**config.mk**
```make
export PLATFORM = sky130hd
export DESIGN_NAME = kmeans_result_sink_flat
export DESIGN_NICKNAME = d
export VERILOG_FILES = /design/src/rtl/kmeans_result_sink_if.sv /design/src/rtl/kmeans_result_sink.sv /design/src/flat_wrapper.sv
export SDC_FILE = /design/constraint.sdc
export NUM_CORES = 1
export LEC_CHECK = 0
export CAP_MARGIN = 20
export CORE_UTILIZATION = 45
export DETAILED_ROUTE_END_ITERATION = 16
export PLACE_DENSITY = 0.7
export SYNTH_ARGS = -nofsm -noshare
export SYNTH_HDL_FRONTEND = slang
export SYNTH_SLANG_ARGS = --single-unit
```
**constraint.sdc**
```tcl
create_clock -name clk -period 2.8 [get_ports clk]
set_clock_uncertainty 0.05 [all_clocks]
set_input_delay 0.28 -clock clk [delete_from_list [all_inputs] [get_ports clk]]
set_output_delay 0.28 -clock clk [all_outputs]
set_load 0.02 [all_outputs]
```
**src/rtl/kmeans_result_sink_if.sv**
```systemverilog
// Host/engine-facing bundle of kmeans_result_sink: result capture, replay stream, errors, latency.
// slave is the sink's view; master is the engine/host side driving it.
interface kmeans_result_sink_if #(
    parameter int DATA_W = 16,
    parameter int LAT_W  = 24
);
    logic              in_start;
    logic              res_valid;
    logic [DATA_W-1:0] res_data;
    logic              m_valid;
    logic              m_ready;
    logic [DATA_W-1:0] m_data;
    logic [1:0]        m_idx;
    logic              m_last;
    logic              err_clr;
    logic              err_short;
    logic              err_overrun;
    logic              lat_valid;
    logic [LAT_W-1:0]  latency;

    modport slave (
        input  in_start, res_valid, res_data, m_ready, err_clr,
        output m_valid, m_data, m_idx, m_last, err_short, err_overrun, lat_valid, latency
    );

    modport master (
        output in_start, res_valid, res_data, m_ready, err_clr,
        input  m_valid, m_data, m_idx, m_last, err_short, err_overrun, lat_valid, latency
    );
endinterface

```
**src/rtl/kmeans_result_sink.sv**
```systemverilog
// Buffers a 4-word centroid burst and replays it indexed; m_valid rises 1 cycle after the last word.
// Stream held under m_ready=0, words arriving mid-drain are dropped; KMEANS_SINK_LATENCY_EN adds latency timer.
module kmeans_result_sink #(
    parameter int NUM_CLUSTERS = 4,
    parameter int DATA_W       = 16,
    parameter int LAT_W        = 24
) (
    input  logic               clk,
    input  logic               rst,
    kmeans_result_sink_if.slave bus
);
    localparam logic [1:0] LAST_IDX = 2'(NUM_CLUSTERS - 1);

    typedef enum logic [1:0] {IDLE, CAPTURE, DRAIN} state_t;

    state_t            r_state;
    logic [DATA_W-1:0] r_buf [NUM_CLUSTERS];
    logic [1:0]        r_wcnt;
    logic [1:0]        r_rcnt;
    logic              r_m_valid;
    logic [DATA_W-1:0] r_m_data;
    logic [1:0]        r_m_idx;
    logic              r_m_last;
    logic              r_err_short;
    logic              r_err_overrun;

    logic       w_hs;
    logic       w_wr_en;
    logic [1:0] w_wr_addr;
    logic [1:0] w_next_idx;
    logic       w_short_set;
    logic       w_ovr_set;

    assign w_hs        = r_m_valid & bus.m_ready;
    assign w_wr_en     = bus.res_valid & (r_state != DRAIN);
    assign w_wr_addr   = (r_state == IDLE) ? 2'd0 : r_wcnt;
    assign w_next_idx  = r_rcnt + 2'd1;
    assign w_short_set = (r_state == CAPTURE) & ~bus.res_valid;
    assign w_ovr_set   = (r_state == DRAIN) & bus.res_valid;

    // Buffer contents are never presented outside DRAIN, so they need no reset.
    always_ff @(posedge clk) begin
        if (w_wr_en) begin
            r_buf[w_wr_addr] <= bus.res_data;
        end
    end

    always_ff @(posedge clk or posedge rst) begin
        if (rst) begin
            r_state   <= IDLE;
            r_wcnt    <= 2'd0;
            r_rcnt    <= 2'd0;
            r_m_valid <= 1'b0;
            r_m_data  <= '0;
            r_m_idx   <= 2'd0;
            r_m_last  <= 1'b0;
        end else begin
            case (r_state)
                IDLE: begin
                    if (bus.res_valid) begin
                        r_wcnt  <= 2'd1;
                        r_state <= CAPTURE;
                    end
                end
                CAPTURE: begin
                    if (bus.res_valid) begin
                        if (r_wcnt == LAST_IDX) begin
                            r_state   <= DRAIN;
                            r_wcnt    <= 2'd0;
                            r_rcnt    <= 2'd0;
                            r_m_valid <= 1'b1;
                            r_m_data  <= r_buf[0];
                            r_m_idx   <= 2'd0;
                            r_m_last  <= 1'b0;
                        end else begin
                            r_wcnt <= r_wcnt + 2'd1;
                        end
                    end else begin
                        r_state <= IDLE;
                        r_wcnt  <= 2'd0;
                    end
                end
                DRAIN: begin
                    // Next word is preloaded on each handshake so outputs stay pure registers.
                    if (w_hs) begin
                        if (r_rcnt == LAST_IDX) begin
                            r_state   <= IDLE;
                            r_rcnt    <= 2'd0;
                            r_m_valid <= 1'b0;
                            r_m_data  <= '0;
                            r_m_idx   <= 2'd0;
                            r_m_last  <= 1'b0;
                        end else begin
                            r_rcnt   <= w_next_idx;
                            r_m_data <= r_buf[w_next_idx];
                            r_m_idx  <= w_next_idx;
                            r_m_last <= (w_next_idx == LAST_IDX);
                        end
                    end
                end
                default: r_state <= IDLE;
            endcase
        end
    end

    always_ff @(posedge clk or posedge rst) begin
        if (rst) begin
            r_err_short   <= 1'b0;
            r_err_overrun <= 1'b0;
        end else begin
            r_err_short   <= w_short_set | (r_err_short & ~bus.err_clr);
            r_err_overrun <= w_ovr_set | (r_err_overrun & ~bus.err_clr);
        end
    end

    assign bus.m_valid     = r_m_valid;
    assign bus.m_data      = r_m_data;
    assign bus.m_idx       = r_m_idx;
    assign bus.m_last      = r_m_last;
    assign bus.err_short   = r_err_short;
    assign bus.err_overrun = r_err_overrun;

`ifdef KMEANS_SINK_LATENCY_EN
    logic             r_armed;
    logic [LAT_W-1:0] r_cnt;
    logic [LAT_W-1:0] r_latency;
    logic             r_lat_valid;

    // Counter holds the cycle distance of the current cycle from in_start, hence the load of 1.
    always_ff @(posedge clk or posedge rst) begin
        if (rst) begin
            r_armed     <= 1'b0;
            r_cnt       <= '0;
            r_latency   <= '0;
            r_lat_valid <= 1'b0;
        end else begin
            r_lat_valid <= 1'b0;
            if (bus.in_start) begin
                r_armed <= 1'b1;
                r_cnt   <= LAT_W'(1);
            end else if (r_armed) begin
                if (bus.res_valid) begin
                    r_latency   <= r_cnt;
                    r_lat_valid <= 1'b1;
                    r_armed     <= 1'b0;
                end else if (r_cnt != {LAT_W{1'b1}}) begin
                    r_cnt <= r_cnt + LAT_W'(1);
                end
            end
        end
    end

    assign bus.lat_valid = r_lat_valid;
    assign bus.latency   = r_latency;
`else
    logic w_unused_in_start;

    assign w_unused_in_start = bus.in_start;
    assign bus.lat_valid     = 1'b0;
    assign bus.latency       = '0;
`endif
endmodule
```
**src/flat_wrapper.sv**
```systemverilog
// flat-port wrapper written by rule: the top's interface ports become plain ports
module kmeans_result_sink_flat 
#(
    parameter int NUM_CLUSTERS = 4,
    parameter int DATA_W       = 16,
    parameter int LAT_W        = 24
)
  (clk, rst, bus_in_start, bus_res_valid, bus_res_data, bus_m_ready, bus_err_clr, bus_m_valid, bus_m_data, bus_m_idx, bus_m_last, bus_err_short, bus_err_overrun, bus_lat_valid, bus_latency);
  kmeans_result_sink_if #(.DATA_W(DATA_W), .LAT_W(LAT_W)) bus_i ();
  input  logic clk;
  input  logic rst;
  input wire logic [$bits(bus_i.in_start)-1:0] bus_in_start;
  input wire logic [$bits(bus_i.res_valid)-1:0] bus_res_valid;
  input wire logic [$bits(bus_i.res_data)-1:0] bus_res_data;
  input wire logic [$bits(bus_i.m_ready)-1:0] bus_m_ready;
  input wire logic [$bits(bus_i.err_clr)-1:0] bus_err_clr;
  output wire logic [$bits(bus_i.m_valid)-1:0] bus_m_valid;
  output wire logic [$bits(bus_i.m_data)-1:0] bus_m_data;
  output wire logic [$bits(bus_i.m_idx)-1:0] bus_m_idx;
  output wire logic [$bits(bus_i.m_last)-1:0] bus_m_last;
  output wire logic [$bits(bus_i.err_short)-1:0] bus_err_short;
  output wire logic [$bits(bus_i.err_overrun)-1:0] bus_err_overrun;
  output wire logic [$bits(bus_i.lat_valid)-1:0] bus_lat_valid;
  output wire logic [$bits(bus_i.latency)-1:0] bus_latency;
  assign bus_i.in_start = bus_in_start;
  assign bus_i.res_valid = bus_res_valid;
  assign bus_i.res_data = bus_res_data;
  assign bus_i.m_ready = bus_m_ready;
  assign bus_i.err_clr = bus_err_clr;
  assign bus_m_valid = bus_i.m_valid;
  assign bus_m_data = bus_i.m_data;
  assign bus_m_idx = bus_i.m_idx;
  assign bus_m_last = bus_i.m_last;
  assign bus_err_short = bus_i.err_short;
  assign bus_err_overrun = bus_i.err_overrun;
  assign bus_lat_valid = bus_i.lat_valid;
  assign bus_latency = bus_i.latency;
  kmeans_result_sink #(.NUM_CLUSTERS(NUM_CLUSTERS), .DATA_W(DATA_W), .LAT_W(LAT_W)) u_core (.clk(clk), .rst(rst), .bus(bus_i));
endmodule
```
# After elaboration in Yosys (flattened, before gate mapping)
# Memory sizes are Yosys's and may differ from the RTL's.
# Cells that the tools add are included.
# word_totals
wordCells	72
in_bits	22
reg_bits	26
mem_bits_ro	0
mem_count	1
latch_bits	0
ram_bits	64
out_inout_bits	47
# mem_list
memory	words	width	read_ports	rd_clocked_by_memory_dff	write_ports	line	source
u_core.r_buf	4	16	2	0	1	kmeans_result_sink.sv:17	logic [DATA_W-1:0] r_buf [NUM_CLUSTERS];
# classes
mux	32
bitwise	10
add_sub_neg	2
n_eq_ne	12
div	0
multipliers	0
order_cmp	0
shift	0
reduce_logical	7
# op_table
operator	count
$mux 16	4
$pmux 16 s2	1
$mux 2	12
$mux 1	10
$ne 2x2->1 const B	5
$eq 2x2->1 const B	4
$pmux 2 s2	2
$reduce_and 4->1	2
$and 1x1->1	6
$pmux 2 s3	1
$reduce_and 5->1	1
$add 2x1->2 const B	2
$pmux 1 s2	2
$reduce_bool 2->1	2
$ne 3x3->1 const B	1
$eq 2x1->1 const B	1
$logic_not 2->1	1
$ne 2x1->1 const B	1
$not 1->1	2
$or 1x1->1	2
$reduce_and 2->1	1

# Longest topological paths before layout
# logic_depth
ltp_word	5
depth_mapped	9
mapped_depth_nobuf	5

# Worst setup path before layout
# Ideal clock, no wire load.
# synth_timing
path_type	register to register
from	reg u_core.r_rcnt[0]
to	reg u_core.r_m_data[10] (netlist: u_core.bus.m_data[10])
synth_period_minus_slack_ns	2.179
path_slack_ns	0.621
required_time_ns	2.625
arrival_ns	2.004
path_stages_with_launch	10
setup_time_ns	0.125
path_buffers	4
path_cell_list	dfrtp_1 -> buf_6 -> buf_12 -> inv_1 -> ha_1 -> buf_2 -> buf_2 -> mux4_2 -> a22oi_1 -> a21oi_1
# synth_between
elab_chain_cells	5
word_cells_on_any_way	6
classes_between	1 x add/sub; 1 x eq/ne; 3 x mux; 1 x memory
# synth_rtl
element	line	source
start, declared	kmeans_result_sink.sv:19	logic [1:0] r_rcnt;
start signal, assigned	kmeans_result_sink.sv:94	r_rcnt <= w_next_idx;
$add 2x1->2	kmeans_result_sink.sv:37	assign w_next_idx = r_rcnt + 2'd1;
$mem_v2 4x16	--	
$mux 16 (*)	kmeans_result_sink.sv:86	if (r_rcnt == LAST_IDX) begin
$mux 16 (*)	kmeans_result_sink.sv:85	if (w_hs) begin
$pmux 16 s2 (*)	kmeans_result_sink.sv:58	case (r_state)
end signal, assigned	kmeans_result_sink.sv:72	r_m_data <= r_buf[0];
end signal, assigned	kmeans_result_sink.sv:95	r_m_data <= r_buf[w_next_idx];
end, declared	kmeans_result_sink.sv:21	logic [DATA_W-1:0] r_m_data;
# Mark *: on every way between the ends. The rest lies on a longest branch, timed or not. The select of a mux whose other input is x is not followed.
# A chain may end at the register's enable or synchronous reset.

==> impl_metrics.ini <==
[clock_tree]
root_buffer = clkbuf_8
cts_made_buffers = 9
tritoncts = done
clk_pin_slew_worst_paths_ns = 0.09
htreeDepth = 3
post_cts_buffers = 0
clock_latency_ns = 0.36
post_cts_resized = 0
clock_sinks = 90
ctsHoldBuffers = 0
cts.path.max_buffers = 2

[critical_path]
path_max_fanout = 18
path_class = reg2out
cp-end-kind = output pin
slowest_stage = clkdlybuf4s50_1
arrival_ns = 1.71
cpPeakStageDelay_ns = 0.67
crit_family = buffers and inverters
required_ns = 2.47
critPathLaunchType = flop
cp_num_buf_inv = 2
crit_chain = buf_4 > clkdlybuf4s50_1

[timing]
rsz0062_at_grt = no
final.period_utilization_pct = 73.0
fin_crit_ns = 2.04
max_clock_freq_ghz = 0.489
setup_violations = 0
maxSlewViolCount = 0
tns_ns = 0
finalHoldViolCount = 0
setup_slack_ns = 0.755

[yosys]
syn_avg_cell_area_um2 = 16.0
yosysSeqAreaShare_pct = 67.3
synthTopCellsByArea = edfxtp_1 (50%), dfrtp_1 (17%), mux4_2 (5.3%), buf_4 (4.9%), mux4_1 (4.8%)
yosys.area.top_type = edfxtp_1
synth_edf_count = 64
synthArstFlopShare_pct = 28.9
synth_top_area_share_pct = 50.3
ys_types = 31
syn_area_um2 = 3820
ys_seq_elements = 90
synthTopCellsByCount = edfxtp_1 (64), dfrtp_1 (26), buf_4 (25), a21oi_1 (18), nor3_1 (17)
yosys_warnings = 0
synthCells = 239
ys.flop_type = edfxtp_1
synth_most_common_cell = edfxtp_1

[routing]
drc = 0
wl_per_cell_um = 17.9
vias_per_cell = 5.32
ant_nets = 0
via_count = 2116
wl_mm = 7.13
drt_first_pass_iters = 4
first_iter_violations = 148

[die]
chipWidth_um = 94.1
dieArea_um2 = 8860
coreArea_um2 = 8220
die_h_um = 94.1
rows = 33
boundaryPins = 69
initial_core_util_pct = 46.5

[place]
gp_congestion = 0.761
hpwl_mm = 4.24
dpl_worst_slack_ns = 0.760
dpl_cell_area_um2 = 4250
port_buffers = 42

[cells_and_area]
fillers = 675
syn2layout_area_growth_pct = 16.2
post-route-util_pct = 54.0
design_area_um2 = 4440
drive_gt1_share_pct = 12.6
fin_nets = 313
diodes = 0

[outcome]
status = finished, final reports clean

[power_and_ir_drop]
p_leak_nw = 1.64
cellPowerDensity_nw_per_um2 = 929
max-vdd-ir-drop_mv = 0.521

[min_path]
worstHoldPathType = in2async

[grt]
grt_pass1_wl_mm = 11.4
groute.usage.overall_pct = 18.2
grt_pass1_vias = 2029
grt_overflow = 0
antenna_found_initial = 0
grt_start_max_net_pins = 27

[flow_run]
drv_cap = 0
state kept, by name, indices dropped and copies added, names as in the netlist:
| name | cells |
|---|---|
| u_core.r_rcnt | 2 |
| u_core.r_wcnt | 2 |
| u_core.bus.m_data | 16 |
| u_core.bus.m_last | 1 |
| u_core.bus.err_short | 1 |
| u_core.r_buf | 64 |
| u_core.bus.m_valid | 1 |
| u_core.bus.err_overrun | 1 |
| u_core.r_state | 2 |
worst reg2reg max path: stages (launching register included):
cell and delay, ns:
dfrtp_1 0.43, ha_1 0.46, buf_4 0.29, mux4_1 0.30, a22oi_1 0.19, a21oi_1 0.10
placed cells by master (no fill, tap or decap), types with 2 or more instances in the layout:
cell type / n
edfxtp_1: 64
nand2b_1: 5
ha_1: 3
clkinvlp_4: 2
mux4_1: 7
clkdlybuf4s50_1: 42
conb_1: 25
dfrtp_1: 26
clkinv_1: 2
o22ai_1: 2
buf_4: 11
nor3_1: 16
nor2_1: 6
nand2_1: 3
a21oi_1: 18
inv_1: 7
clkbuf_8: 9
mux4_2: 9
o21ai_0: 5
a22oi_1: 16
per-layer routing:
| layer | GRT usage (%) | routed length, um | vias up |
|---|---|---|---|
| li1 | - | - | 966 |
| met1 | 24.5 | 3080 | 1059 |
| met2 | 28.6 | 3450 | 82 |
| met3 | 3.64 | 505 | 9 |
| met4 | 8.08 | 98 | 0 |
| met5 | 0 | 0 | - |
power breakdown:
part	internal [W]	switching, W	total (W)
registers	0.00169	0.000161	0.00185
logic	0.000705	0.000720	0.00142
clock network	0.000405	0.000445	0.000850
final timing paths:
kind,from,end,slack [ns],depth (start not counted)
max,u_core.r_rcnt[0]$_DFFE_PP0P_,bus_m_idx[0],0.76,2
min,rst,u_core.r_state[1]$_DFFE_PP0P_,0.23,3
max reg2reg,u_core.r_rcnt[1]$_DFFE_PP0P_,u_core.bus.m_data[5]$_DFFE_PP0P_,0.86,5
max in group asynchronous,rst,u_core.bus.m_data[9]$_DFFE_PP0P_,2.20,3
min in group clk,bus_err_clr,u_core.bus.err_short$_DFF_PP0_,0.47,2
min reg2reg,u_core.bus.err_overrun$_DFF_PP0_,u_core.bus.err_overrun$_DFF_PP0_,0.48,2
area by class of cell:
cell class,instances,area [um^2],share of cell area [%]
Timing Repair Buffer,53,503,11.3
Inverter,7,26.3,0.592
Clock inverter,6,57.6,1.30
Clock buffer,10,128,2.88
Sequential cell,90,2570,58.0
Tap cell,105,131,2.96
Multi-Input combinational cell,127,1020,23.0
kinds of logic after synthesis:
family,count (synthesis),synth area share [%]
compound gates,45,7.24
fa+ha+maj,3,0.983
buf+inv,46,8.45
flops,90,67.3
mux,17,10.4
other cells,1,0.0982
simple gates,37,5.50
stage by stage:
stage / hold slack, ns / std cells / total power [W]
after detailed placement: 0.472 / 382 / 0.00331
after floorplan: 0.270 / 263 / 0.00282
after global placement: 0.469 / 382 / 0.00328
after global routing: 0.279 / 398 / 0.00434
final: 0.229 / 398 / 0.00412
after CTS: 0.244 / 398 / 0.00415
Power figures use the tool's default switching activity.
